**config.mk**
```make
export PLATFORM = sky130hd
export DESIGN_NAME = memory_blank_verify_flat
export DESIGN_NICKNAME = d
export VERILOG_FILES = /design/src/rtl/memory_blank_verify_if.sv /design/src/rtl/memory_blank_verify.sv /design/src/flat_wrapper.sv
export SDC_FILE = /design/constraint.sdc
export NUM_CORES = 1
export LEC_CHECK = 0
export ABC_CLOCK_PERIOD_IN_PS = 7500
export CAP_MARGIN = 30
export CORE_MARGIN = 3
export CORE_UTILIZATION = 54
export CTS_BUF_LIST = sky130_fd_sc_hd__clkbuf_2 sky130_fd_sc_hd__clkbuf_4 sky130_fd_sc_hd__clkbuf_8
export CTS_CLUSTER_SIZE = 12
export DETAILED_ROUTE_END_ITERATION = 10
export HOLD_SLACK_MARGIN = 0.03
export PLACE_DENSITY_LB_ADDON = 0.08
export SLEW_MARGIN = 20
export SYNTH_ARGS = -nofsm -noshare
export SYNTH_HDL_FRONTEND = slang
export SYNTH_SLANG_ARGS = --single-unit
```
**constraint.sdc**
```tcl
create_clock -name clk -period 7.5 [get_ports clk]
set_clock_uncertainty 0.1 [all_clocks]
set_input_delay 2.25 -clock clk [delete_from_list [all_inputs] [get_ports clk]]
set_output_delay 2.25 -clock clk [all_outputs]
set_load 0.03 [all_outputs]
```
**src/rtl/memory_blank_verify_if.sv**
```systemverilog
// SRAM-port and sequencer signals for the blank-verify checker.
// The checker sits on the master side. The sequencer, SRAM model or testbench sits on the slave side.
interface memory_blank_verify_if #(
  parameter int ADDR_WIDTH  = 18,
  parameter int DATA_WIDTH  = 32,
  parameter int COUNT_WIDTH = ADDR_WIDTH
);
  logic                   enable;
  logic                   pause;
  logic [DATA_WIDTH-1:0]  data_read;
  logic                   wren;
  logic [ADDR_WIDTH-1:0]  address;
  logic                   done;
  logic                   pass;
  logic [COUNT_WIDTH-1:0] error_count;
  logic [ADDR_WIDTH-1:0]  first_error_address;
  logic [DATA_WIDTH-1:0]  first_error_data;

  modport master (
    input  enable,
    input  pause,
    input  data_read,
    output wren,
    output address,
    output done,
    output pass,
    output error_count,
    output first_error_address,
    output first_error_data
  );

  modport slave (
    output enable,
    output pause,
    output data_read,
    input  wren,
    input  address,
    input  done,
    input  pass,
    input  error_count,
    input  first_error_address,
    input  first_error_data
  );
endinterface

```
**src/rtl/memory_blank_verify.sv**
```systemverilog
// Readback checker run after SRAM blanking: reads 0..LAST_ADDRESS in order, compares every word
// against the fill pattern, counts mismatches, records the first failure and reports done/pass.
module memory_blank_verify #(
  parameter int                    ADDR_WIDTH   = 18,
  parameter int                    DATA_WIDTH   = 32,
  parameter logic [DATA_WIDTH-1:0] PATTERN      = 32'h7755_3311,
  parameter int unsigned           LAST_ADDRESS = 262141,
  parameter int                    READ_LATENCY = 2,
  parameter int                    COUNT_WIDTH  = ADDR_WIDTH
) (
  input logic                   clk,
  input logic                   reset,
  memory_blank_verify_if.master bus
);

  typedef enum logic [1:0] {
    IDLE  = 2'd0,
    ISSUE = 2'd1,
    DRAIN = 2'd2,
    DONE  = 2'd3
  } state_t;

  localparam logic [ADDR_WIDTH-1:0]  LAST_ADDR = ADDR_WIDTH'(LAST_ADDRESS);
  localparam logic [COUNT_WIDTH-1:0] COUNT_MAX = {COUNT_WIDTH{1'b1}};

  state_t                  state_r;
  logic [ADDR_WIDTH-1:0]   cnt_r;
  logic [ADDR_WIDTH-1:0]   address_r;
  logic [READ_LATENCY-1:0] valid_r;
  logic [ADDR_WIDTH-1:0]   tag_r [READ_LATENCY];
  logic                    done_r;
  logic                    pass_r;
  logic [COUNT_WIDTH-1:0]  err_cnt_r;
  logic [ADDR_WIDTH-1:0]   first_addr_r;
  logic [DATA_WIDTH-1:0]   first_data_r;

  logic                    issue_s;
  logic                    retire_s;
  logic                    mismatch_s;
  logic                    first_hit_s;
  logic                    drained_s;
  logic [COUNT_WIDTH-1:0]  err_cnt_next_s;

  function automatic logic [COUNT_WIDTH-1:0] sat_inc(input logic [COUNT_WIDTH-1:0] value);
    if (value == COUNT_MAX) begin
      return value;
    end else begin
      return value + COUNT_WIDTH'(1'b1);
    end
  endfunction

  // Empty after this edge when only the oldest stage may still hold a token.
  function automatic logic only_tail_valid(input logic [READ_LATENCY-1:0] valid);
    logic [READ_LATENCY-1:0] mask;
    mask                 = {READ_LATENCY{1'b1}};
    mask[READ_LATENCY-1] = 1'b0;
    return (valid & mask) == {READ_LATENCY{1'b0}};
  endfunction

  // Per-edge issue/retire/compare decisions; pause freezes all of them.
  always_comb begin
    issue_s     = (state_r == ISSUE) && !bus.pause;
    retire_s    = valid_r[READ_LATENCY-1] && !bus.pause;
    mismatch_s  = retire_s && (bus.data_read != PATTERN);
    first_hit_s = mismatch_s && (err_cnt_r == {COUNT_WIDTH{1'b0}});
    if (mismatch_s) begin
      err_cnt_next_s = sat_inc(err_cnt_r);
    end else begin
      err_cnt_next_s = err_cnt_r;
    end
    drained_s = (state_r == DRAIN) && !bus.pause && only_tail_valid(valid_r);
  end

  // Sequencer FSM, read-token pipeline and result registers.
  always_ff @(posedge clk or posedge reset) begin
    if (reset) begin
      state_r      <= IDLE;
      cnt_r        <= {ADDR_WIDTH{1'b0}};
      address_r    <= {ADDR_WIDTH{1'b0}};
      valid_r      <= {READ_LATENCY{1'b0}};
      done_r       <= 1'b0;
      pass_r       <= 1'b0;
      err_cnt_r    <= {COUNT_WIDTH{1'b0}};
      first_addr_r <= {ADDR_WIDTH{1'b0}};
      first_data_r <= {DATA_WIDTH{1'b0}};
      for (int i = 0; i < READ_LATENCY; i++) begin
        tag_r[i] <= {ADDR_WIDTH{1'b0}};
      end
    end else if (!bus.enable) begin
      // Abort: discard in-flight reads so a later enable restarts cleanly at address 0.
      state_r      <= IDLE;
      cnt_r        <= {ADDR_WIDTH{1'b0}};
      address_r    <= {ADDR_WIDTH{1'b0}};
      valid_r      <= {READ_LATENCY{1'b0}};
      done_r       <= 1'b0;
      pass_r       <= 1'b0;
      err_cnt_r    <= {COUNT_WIDTH{1'b0}};
      first_addr_r <= {ADDR_WIDTH{1'b0}};
      first_data_r <= {DATA_WIDTH{1'b0}};
      for (int i = 0; i < READ_LATENCY; i++) begin
        tag_r[i] <= {ADDR_WIDTH{1'b0}};
      end
    end else begin
      if (!bus.pause) begin
        for (int i = READ_LATENCY - 1; i > 0; i--) begin
          valid_r[i] <= valid_r[i-1];
          tag_r[i]   <= tag_r[i-1];
        end
        valid_r[0] <= issue_s;
        tag_r[0]   <= cnt_r;
      end

      err_cnt_r <= err_cnt_next_s;
      if (first_hit_s) begin
        first_addr_r <= tag_r[READ_LATENCY-1];
        first_data_r <= bus.data_read;
      end

      case (state_r)
        IDLE: begin
          state_r <= ISSUE;
        end
        ISSUE: begin
          if (issue_s) begin
            address_r <= cnt_r;
            if (cnt_r == LAST_ADDR) begin
              state_r <= DRAIN;
            end else begin
              cnt_r <= cnt_r + ADDR_WIDTH'(1'b1);
            end
          end
        end
        DRAIN: begin
          // The final compare lands on this same edge, so pass uses the updated count.
          if (drained_s) begin
            state_r <= DONE;
            done_r  <= 1'b1;
            pass_r  <= (err_cnt_next_s == {COUNT_WIDTH{1'b0}});
          end
        end
        DONE: begin
          done_r <= 1'b1;
        end
        default: begin
          state_r <= IDLE;
        end
      endcase
    end
  end

  assign bus.wren                = 1'b0;
  assign bus.address             = address_r;
  assign bus.done                = done_r;
  assign bus.pass                = pass_r;
  assign bus.error_count         = err_cnt_r;
  assign bus.first_error_address = first_addr_r;
  assign bus.first_error_data    = first_data_r;

endmodule

```
**src/flat_wrapper.sv**
```systemverilog
// flat-port wrapper written by rule: the top's interface ports become plain ports
module memory_blank_verify_flat 
#(
  parameter int                    ADDR_WIDTH   = 18,
  parameter int                    DATA_WIDTH   = 32,
  parameter logic [DATA_WIDTH-1:0] PATTERN      = 32'h7755_3311,
  parameter int unsigned           LAST_ADDRESS = 262141,
  parameter int                    READ_LATENCY = 2,
  parameter int                    COUNT_WIDTH  = ADDR_WIDTH
)
  (clk, reset, bus_enable, bus_pause, bus_data_read, bus_wren, bus_address, bus_done, bus_pass, bus_error_count, bus_first_error_address, bus_first_error_data);
  memory_blank_verify_if #(.ADDR_WIDTH(ADDR_WIDTH), .DATA_WIDTH(DATA_WIDTH), .COUNT_WIDTH(COUNT_WIDTH)) bus_i ();
  input logic clk;
  input logic reset;
  input wire logic [$bits(bus_i.enable)-1:0] bus_enable;
  input wire logic [$bits(bus_i.pause)-1:0] bus_pause;
  input wire logic [$bits(bus_i.data_read)-1:0] bus_data_read;
  output wire logic [$bits(bus_i.wren)-1:0] bus_wren;
  output wire logic [$bits(bus_i.address)-1:0] bus_address;
  output wire logic [$bits(bus_i.done)-1:0] bus_done;
  output wire logic [$bits(bus_i.pass)-1:0] bus_pass;
  output wire logic [$bits(bus_i.error_count)-1:0] bus_error_count;
  output wire logic [$bits(bus_i.first_error_address)-1:0] bus_first_error_address;
  output wire logic [$bits(bus_i.first_error_data)-1:0] bus_first_error_data;
  assign bus_i.enable = bus_enable;
  assign bus_i.pause = bus_pause;
  assign bus_i.data_read = bus_data_read;
  assign bus_wren = bus_i.wren;
  assign bus_address = bus_i.address;
  assign bus_done = bus_i.done;
  assign bus_pass = bus_i.pass;
  assign bus_error_count = bus_i.error_count;
  assign bus_first_error_address = bus_i.first_error_address;
  assign bus_first_error_data = bus_i.first_error_data;
  memory_blank_verify #(.ADDR_WIDTH(ADDR_WIDTH), .DATA_WIDTH(DATA_WIDTH), .PATTERN(PATTERN), .LAST_ADDRESS(LAST_ADDRESS), .READ_LATENCY(READ_LATENCY), .COUNT_WIDTH(COUNT_WIDTH)) u_core (.clk(clk), .reset(reset), .bus(bus_i));
endmodule
```
# Yosys cells after proc, flatten, opt, wreduce, memory -nomap -nowiden
# Index checks and enable logic that the tools add are counted.
[op_classes]
add_sub_neg = 2
eq_ne = 18
mux = 29
n_reduce_logical = 16
[ops]
columns = ["op", "count"]
rows = [
  ["18-bit two-way mux", 12],
  ["36-bit two-way mux", 2],
  ["32-bit two-way mux", 2],
  ["18-bit by 1-bit adder with 18-bit output, second input constant", 2],
  ["18-bit equality test, second input constant", 2],
  ["18-bit logical NOT", 2],
  ["32-bit by 31-bit != test with 1-bit output, second input constant", 1],
  ["2-bit two-way mux", 6],
  ["2-bit by 1-bit != test with 1-bit output, second input constant", 5],
  ["1-bit logical AND", 6],
  ["3-bit by 2-bit != test with 1-bit output, second input constant", 2],
  ["2-bit case mux with 3 select lines", 1],
  ["2-bit AND reduction", 3],
  ["1-bit two-way mux", 5],
  ["2-bit equality test, second input constant", 2],
  ["2-bit logical NOT", 2],
  ["2-bit != test, second input constant", 2],
  ["4-bit by 1-bit != test with 1-bit output, second input constant", 1],
  ["4-bit AND reduction", 1],
  ["3-bit by 1-bit != test with 1-bit output, second input constant", 1],
  ["3-bit != test, second input constant", 1],
  ["3-bit AND reduction", 1],
  ["2-bit by 1-bit equality test with 1-bit output, second input constant", 1],
  ["1-bit case mux with 2 select lines", 1],
  ["1-bit logical NOT", 1],
]
[word_totals]
register_bits = 146
input_bits = 36
out_inout_bits = 89
wordCells = 76

# Depth between registers and ports, before layout
# Gate-level depths: netlist (run 1).
[logic_depth]
depth_word = 8
mapped_depth = 9
depth_no_buf = 9

# Worst setup path after synthesis (run 1)
# Ideal clock, no wire load.
[synth_path]
kind = "input to register"
startpoint = "input port bus_data_read[7]"
endpoint = "register u_core.pass_r (netlist: u_core.bus.pass)"
setup_time_ns = 0.092
arrival_time_ns = 4.044
required_ns = 7.308
slack_ns = 3.264
path_stages = 7
n_path_buf = 0
cell_sequence = "or4b_4 > nor4_4 > a21o_4 > o211ai_4 > a2111oi_4 > nand4_1 > o31ai_2"
[synth_between]
elab_chain_len = 7
[synth_lines]
columns = ["element", "line", "source"]
rows = [
  ["from (decl)", "flat_wrapper.sv:17", "input wire logic [$bits(bus_i.data_read)-1:0] bus_data_read;"],
  ["32-bit by 31-bit != test with 1-bit output", "memory_blank_verify.sv:64", "mismatch_s = retire_s && (bus.data_read != PATTERN);"],
  ["1-bit logical AND", "memory_blank_verify.sv:64", ""],
  ["18-bit two-way mux", "memory_blank_verify.sv:66", "if (mismatch_s) begin"],
  ["18-bit logical NOT", "memory_blank_verify.sv:138", "pass_r <= (err_cnt_next_s == {COUNT_WIDTH{1'b0}});"],
  ["1-bit two-way mux", "memory_blank_verify.sv:135", "if (drained_s) begin"],
  ["1-bit two-way mux", "memory_blank_verify.sv:119", "case (state_r)"],
  ["1-bit two-way mux", "memory_blank_verify.sv:89", "end else if (!bus.enable) begin"],
  ["to (signal assigned)", "memory_blank_verify.sv:138", ""],
  ["to (decl)", "memory_blank_verify.sv:32", "logic pass_r;"],
]
# No other way between the ends. The select of a mux whose other input is x is not followed.
# A chain may end at the register's enable or synchronous reset.

# Worst setup path in the final report (run 1)
# Ends and elaborated chain as after synthesis.

==> reports/qor.csv, run 1 <==
metric,value,unit
cts-resized-gates,0,
setup_violations,0,
insertion_delay,0.45,ns
ys_ff_latch,146,
die_x,118,um
synth_enable_flop_cells,0,
fin_nets,830,
ir_drop,0.000148,V
crit_path_start_kind,primary input,
tritoncts,done,
ctsHtreeMaxLevel,4,
drt_wl_total,15700,um
placedCellCount,933,
cts_buffers,17,
area_delta_synth_final,26.7,%
drv_cap,0,
rsz0062_at_grt,no,
die_y,118,um
row_count,40,
seq_area_frac_synth,54.2,%
ant_nets,0,
first_global_vias,5254,
pin_count,125,
power_density,191,nW/um^2
crit_type,in2reg,
drt-initial-drc-count,424,
vias,5383,
post-route-drc-count,0,
p_int,1180,uW
critPathArrivalTime,4.87,ns
post-cts-setup-buffer-count,0,
synth_cell_types,61,
drive_gt1_share,7.38,%
postCtsHoldBufs,0,
hold_depth,1,
worst_pin_slew,0.774,ns
clkSinkCount,146,
io_buffers,123,
seqPwrFrac,50.2,%
diodes,0,
grt_pass1_wl,27100,um
fin_cells,967,
critPathRequiredTime,7.77,ns
power.switching,449,uW
place_area,8080,um^2
min_period,4.60,ns
syn_area,6740,um^2
finalSetupTns,0,ns
cp_slowest_cell,or4b_4,
power_frac_comb,11.4,%
slew_violations,0,
synth_area_per_cell,9.98,um^2
p_leak,0.00366,uW
cts_buffer_depth,2,
r2r-start,u_core.bus.error_count[1],
fin_util,70.5,%
wl_per_cell,16.3,um
core,12100,um^2
crit_chain,"clkdlybuf4s50_1, or4b_4, nor4_4, a21oi_2, and4_1, a2111oi_4, nand4_1, o31ai_2",
gr-total-overflow,0,
swShare,27.6,%
antenna_found_initial,0,
async_reset_ff_share,100,%
worst_slew_margin_rel,48.3,%
ys_warn_count,0,
synthCells,675,
gp_congestion,0.931,
hpwl,10700,um
r2r_slack,4.63,ns
clk_pin_slew,0.08,ns
finalInstanceArea,8540,um^2
syn_nets,719,
viasPerCell,5.57,
slowest_delay,0.56,ns
start_util,55.6,%
p_clk_share,38.4,%
reg2regPathDepth,8,
synth_flop_cell,dfrtp_1,
fmaxAchievable,217,MHz
finalCritPeriodShare,61.3,%
grt.total_usage,23.9,%
worstReg2RegEnd,u_core.bus.pass,
crit_path_max_fanout,15,
grt_max_degree,111,
hold_viol,0,
hp-start,u_core.bus.address[8],
status,finished clean,
end_kind,flip-flop,
min_to,u_core.bus.address[8],
hold_path_class,reg2reg,
drt_first_pass_iters,5,
power.total,1630,uW
ctsRootBufferMaster,clkbuf_8,
dieArea,13900,um^2
[flip-flops by register name (all words and copies together) (netlist names)]
name	count
u_core.bus.address	18
u_core.bus.error_count	18
u_core.bus.first_error_data	32
u_core.bus.done	1
u_core.state_r	2
u_core.tag_r	36
u_core.bus.first_error_address	18
u_core.cnt_r	18
u_core.bus.pass	1
u_core.valid_r	2
[cells by family (layout without fill, tap and decap cells)]
kind of cell | Yosys count | after routing | share of synthesized area (%)
and+or+nand+nor | 299 | 299 | 21.2
DFF | 146 | 146 | 54.2
AOI/OAI and AO/OA | 101 | 101 | 10.3
buffers and inverters | 52 | 176 | 3.14
muxes | 39 | 39 | 5.81
xor gates and xnor gates | 29 | 29 | 3.77
adders and majority gates | 8 | 8 | 1.49
other | 1 | 1 | 0.0556
[layer usage]
| metal | vias to the layer above | global-route usage [%] | routed length, um |
|---|---|---|---|
| met5 | - | 0 | 0 |
| met4 | 0 | 6.52 | 226 |
| met3 | 29 | 6.78 | 950 |
| met2 | 181 | 34.7 | 7060 |
| met1 | 2638 | 35.4 | 7500 |
| li1 | 2535 | - | - |
[area by class of cell]
| cell class | instances | area [um^2] |
|---|---|---|
| sequential | 146 | 3650 |
| fill | 930 | 3570 |
| multi-input combinational | 477 | 2880 |
| timing repair buffer | 132 | 1340 |
| clock buffer | 17 | 234 |
| tap | 168 | 210 |
| clock inverter | 15 | 175 |
| inverter | 12 | 51.3 |
[how the worst max path moves through the flow]
stage	from	slack, ns	cells past startpoint	end
4_1_cts	bus_data_read[9]	2.96	8	u_core.bus.pass
5_1_grt	bus_data_read[7]	2.78	8	u_core.bus.pass
3_3_place_gp	bus_data_read[9]	2.52	8	u_core.bus.pass
3_5_place_dp	bus_data_read[9]	2.45	8	u_core.bus.pass
2_1_floorplan	reset	1.23	1	u_core.bus.address[0]
6_report	bus_data_read[7]	2.90	8	u_core.bus.pass
[per-stage QoR]
step                hold slack [ns]  setup slack (ns)
CTS                           0.418              2.96
global route                  0.447              2.78
finish                        0.408              2.90
detailed placement            0.391              2.45
floorplan                     0.386              1.23
global placement              0.391              2.52
[cell usage after synthesis (2+ instances only)]
cell type | n | share of area [%]
a2111oi_0 | 2 | 0.26
a211oi_1 | 2 | 0.22
a21oi_1 | 57 | 4.2
a22o_1 | 19 | 2.5
and2_1 | 5 | 0.46
and3_1 | 5 | 0.46
and4_1 | 6 | 0.78
and4_4 | 2 | 0.33
buf_2 | 10 | 0.74
clkbuf_1 | 28 | 1.6
dfrtp_1 | 146 | 54
ha_1 | 8 | 1.5
inv_1 | 11 | 0.61
mux2i_1 | 38 | 5.6
nand2_1 | 127 | 7.1
nand2b_1 | 2 | 0.19
nand3_1 | 17 | 1.3
nand4_1 | 12 | 1.1
nand4b_1 | 4 | 0.52
nor2_1 | 84 | 4.7
nor2b_1 | 2 | 0.19
nor3_1 | 7 | 0.52
nor3b_1 | 3 | 0.33
nor4_1 | 4 | 0.37
nor4_4 | 2 | 0.63
o21a_1 | 3 | 0.33
o21ai_0 | 3 | 0.22
or3_1 | 2 | 0.19
or4_1 | 3 | 0.33
or4b_1 | 2 | 0.30
or4bb_1 | 2 | 0.33
xnor2_1 | 14 | 1.8
xor2_1 | 15 | 1.9
[critical path: cells and delay by family]
family,cells,cell delay (ns)
compound gates,3,0.74
buf+inv,1,0.43
simple gates,4,1.45
[cell usage in the layout, fill, tap and decap left out, types with 8 or more instances in the layout]
cell type and n:
dfrtp_1 146, nand2_1 127, clkdlybuf4s50_1 122, nor2_1 84, a21oi_1 57, mux2i_1 38, a22o_1 19, nand3_1 17
clkbuf_8 17, xor2_1 15, xnor2_1 14, nand4_1 12, inv_1 10, ha_1 8
[power groups by stage]
stage | Sequential [uW] | Clock, uW | Combinational (uW)
6_report | 818 | 625 | 185
5_1_grt | 821 | 677 | 205
4_1_cts | 818 | 641 | 183
3_5_place_dp | 834 | 0 | 183
3_3_place_gp | 833 | 0 | 171
2_1_floorplan | 842 | 0 | 108
(Power assumes the default switching activity.)
==> inputs of run 2 (changes only) <==
- ABC_CLOCK_PERIOD_IN_PS: 7500 -> 4220
- CORE_UTILIZATION: 54 -> 49
- clock period: 7.5 -> 4.22 ns (I/O delays scaled with it)
==> reports/qor.csv, run 2 (same netlist as run 1, synthesis figures left out) <==
metric,value,unit
status,finished clean,
setup_violations,0,
rsz0062_at_grt,no,
grt.total_usage,21.5,%
fmaxAchievable,277,MHz
slew_violations,0,
drv_cap,0,
finalCritPeriodShare,85.6,%
cts_buffers,17,
final_cell_mix,"146 x dfrtp_1, 127 x nand2_1, 122 x clkdlybuf4s50_1",
pin_count,125,
post-route-drc-count,0,
hold_viol,0,
die_x,123,um
row_count,42,
crit_type,in2reg,
tritoncts,done,
grtUsageMet1,32.7,%
start_util,50.5,%
fin_cells,974,
ant_nets,0,
critPathArrivalTime,3.87,ns
ctsHtreeMaxLevel,4,
p_leak,0.00364,uW
grt_pass1_wl,25800,um
worst_slew_margin_rel,39.6,%
vias,5416,
fin_nets,830,
drt_wl_total,16100,um
grt_max_degree,147,
insertion_delay,0.45,ns
drt-initial-drc-count,527,
hpwl,10700,um
post-place-ws,0.146,ns
largest_register_ffs,36,
worst_pin_slew,0.906,ns
swShare,27.0,%
ir_drop,0.000178,V
power_density,333,nW/um^2
clkSinkCount,146,
p_clk_share,37.1,%
mostFrequentLayoutCell,dfrtp_1,
postCtsHoldBufs,0,
power.switching,764,uW
critPathRequiredTime,4.48,ns
crit_path_start_kind,primary input,
top_usage_layer,met1,
seqPwrFrac,51.4,%
power.total,2830,uW
placedCellCount,942,
gp_congestion,0.842,
wl_per_cell,16.5,um
fin_ws,0.607,ns
ctsRootBufferMaster,clkbuf_8,
core,13300,um^2
area_delta_synth_final,26.0,%
min_period,3.61,ns
crit_path_max_fanout,15,
io_buffers,123,
end_kind,flip-flop,
p_int,2070,uW
largest-register,u_core.tag_r,
die_y,123,um
drive_gt1_share,7.27,%
gr-total-overflow,0,
dieArea,15200,um^2
finalSetupTns,0,ns
viasPerCell,5.56,
drt_first_pass_iters,5,
cts_buffer_depth,2,
antenna_found_initial,0,
use_met3,4.76,%
met2_usage,30.7,%
diodes,0,
post-cts-setup-buffer-count,0,
hold_path_class,reg2reg,
first_global_vias,5031,
power_frac_comb,11.4,%
cts-resized-gates,0,
clk_pin_slew,0.08,ns
==> run 2: power by group through the flow <==
stage	combinational, uW	clock (uW)	sequential [uW]
detailed placement	328	0	1480
CTS	330	1070	1460
finish	324	1050	1460
floorplan	192	0	1500
global placement	313	0	1480
global route	360	1130	1460
==> run 2: routing by layer <==
metal	part of all wire, %	vias to the layer above	wire (um)
met1	49	2679	7870
met5	0	-	0
met4	1.4	0	229
li1	-	2552	-
met2	44	160	7100
met3	5.4	25	862
==> run 2: final timing paths <==
check                                                         end  slack, ns  cells past startpoint                      start
worst max register to register                    u_core.bus.pass       1.32                      8  u_core.bus.error_count[0]
max in group asynchronous              u_core.bus.error_count[15]       2.14                      3                      reset
worst min register to register             u_core.bus.address[16]       0.41                      1     u_core.bus.address[16]
worst max-delay path                              u_core.bus.pass       0.61                      8           bus_data_read[7]
worst min-delay path                       u_core.bus.address[16]       0.41                      1     u_core.bus.address[16]
min in group asynchronous       u_core.bus.first_error_address[9]       1.25                      3                      reset
==> run 2: area by class of cell <==
| type | count | area (um^2) |
|---|---|---|
| fill | 1135 | 4850 |
| timing repair buffer | 132 | 1320 |
| inverter | 12 | 50.0 |
| tap | 176 | 220 |
| sequential | 146 | 3650 |
| clock inverter | 11 | 105 |
| clock buffer | 20 | 275 |
| multi-input combinational | 477 | 2880 |
==> run 2: critical path: stages <==
cell and delay, ns:
clkdlybuf4s50_1 0.43, or4b_4 0.56, nor4_4 0.42, a21oi_2 0.28
and4_1 0.30, a2111oi_4 0.27, nand4_1 0.15, o31ai_2 0.19
==> run 2: through the flow <==
step	instance area [um^2]	hold slack [ns]	util [%]
finish	8490	0.410	63.6
global route	8490	0.432	63.6
CTS	8490	0.413	63.6
detailed placement	8110	0.390	60.8
global placement	8110	0.390	60.8
floorplan	6740	0.386	-
==> inputs of run 3 (changes only) <==
- ABC_CLOCK_PERIOD_IN_PS: 4220 -> 3260
- CORE_MARGIN: 3 -> 2
- clock period: 4.22 -> 3.26 ns (I/O delays scaled with it)
==> reports/qor.csv, run 3 (same netlist as run 1, synthesis figures left out) <==
metric,value,unit
status,finished clean,
gr-total-overflow,0,
worst_slew_margin_rel,47.8,%
largest_register_ffs,36,
hold_viol,0,
crit_path_max_fanout,7,
first_global_vias,5185,
largest-register,u_core.tag_r,
gp_congestion,0.863,
slew_violations,0,
setup_violations,0,
vias,5382,
cts_buffer_depth,2,
post-place-ws,-0.466,ns
pin_count,125,
wl_per_cell,16.3,um
diodes,0,
min_period,3.20,ns
crit_type,in2reg,
grt_pass1_wl,26800,um
seqPwrFrac,48.5,%
core,13300,um^2
p_int,2920,uW
insertion_delay,0.44,ns
hpwl,11000,um
p_clk_share,40.1,%
end_kind,flip-flop,
swShare,24.8,%
p_leak,0.00382,uW
place_area,8350,um^2
dieArea,14700,um^2
die_x,121,um
cts_buffers,17,
io_buffers,123,
mostFrequentLayoutCell,dfrtp_1,
area_delta_synth_final,30.6,%
final_cell_mix,"146 x dfrtp_1, 127 x nand2_1, 122 x clkdlybuf4s50_1",
drt_wl_total,16300,um
cp_slowest_cell,or4bb_4,
hold_path_class,reg2reg,
finalInstanceArea,8800,um^2
power_density,442,nW/um^2
fmaxAchievable,313,MHz
start_util,50.5,%
post-route-drc-count,0,
worst_pin_slew,0.783,ns
crit_path_start_kind,primary input,
slowest_delay,0.56,ns
clkSinkCount,146,
clk_pin_slew,0.08,ns
crit_chain,"clkdlybuf4s50_1, or4bb_4, nor4_4, buf_4, a21o_4, o211ai_4, a2111oi_4, nand4_1, o31ai_2",
drt_first_pass_iters,5,
drt-initial-drc-count,347,
hold_ws,0.416,ns
drv_cap,0,
ant_nets,0,
critPathRequiredTime,3.52,ns
row_count,42,
viasPerCell,5.37,
die_y,121,um
fin_nets,857,
ctsRootBufferMaster,clkbuf_8,
ctsHtreeMaxLevel,4,
finalCritPeriodShare,98.2,%
fin_ws,0.0602,ns
antenna_found_initial,0,
ir_drop,0.000250,V
power.switching,966,uW
power_frac_comb,11.4,%
power.total,3890,uW
grt.total_usage,23.1,%
drive_gt1_share,10.7,%
tritoncts,done,
grt_max_degree,147,
critPathArrivalTime,3.46,ns
run 3: cell count changes in the layout (fill, tap and decap cells not counted), moves of 2 or more:
cell       change
buf_12         +3
clkbuf_4       +5
clkbuf_8       -2
bufinv_16      +3
buf_4         +25
clkinv_4       -3
run 3: power by group through the flow:
stage | registers, uW | clock network [uW] | logic [uW]
floorplan | 1940 | 0 | 248
global placement | 1920 | 0 | 422
detailed placement | 1920 | 0 | 444
CTS | 1890 | 1590 | 446
global route | 1890 | 1670 | 493
finish | 1890 | 1560 | 443
run 3: critical path: cells and delay by family:
family,cells,cell delay [ns]
AO/OA/AOI/OAI,4,0.83
buffers and inverters,2,0.67
AND/OR/NAND/NOR,3,0.99
run 3: layout make-up:
class | count | area (um^2)
flip-flops and latches | 146 | 3650
repair buffers | 159 | 1560
inverters | 12 | 50.0
fillers | 1068 | 4540
multi-input cells | 477 | 2880
clock buffers | 23 | 285
clock inverters | 9 | 155
well taps | 176 | 220
run 3: final timing paths:
check / from / end / slack [ns] / cells after the start
max: bus_data_read[9] / u_core.bus.pass / 0.06 / 9
min: u_core.bus.address[10] / u_core.bus.address[10] / 0.42 / 1
max reg2reg: u_core.bus.error_count[1] / u_core.bus.pass / 0.51 / 8
min reg2reg: u_core.bus.address[10] / u_core.bus.address[10] / 0.42 / 1
max in group asynchronous: reset / u_core.bus.first_error_data[17] / 1.47 / 3
min in group asynchronous: reset / u_core.bus.first_error_address[6] / 0.99 / 3
run 3: per-layer routing:
metal / vias to the layer above / global-route usage [%] / part of all wire (%)
met3: 23 / 5.22 / 5.0
met5: - / 0 / 0
met2: 169 / 32.7 / 45
li1: 2588 / - / -
met1: 2602 / 35.1 / 49
met4: 0 / 7.76 / 1.2
run 3: timing repair:
| item | in CTS | in global routing |
|---|---|---|
| buffers inserted | 0 | 1 |
| setup endpoints to repair | 0 | 2 |
| hold buffers | 0 | 0 |
| gates resized for setup | 0 | 3 |
run 3: per-stage QoR:
step / instances / setup TNS, ns / utilization, %
2_1_floorplan: 675 / 0 / -
3_3_place_gp: 969 / -15.23 / 62.6
3_5_place_dp: 969 / -18.44 / 62.6
4_1_cts: 1001 / 0 / 65.9
5_1_grt: 1002 / -0.0000424 / 66.0
6_report: 1002 / 0 / 66.0
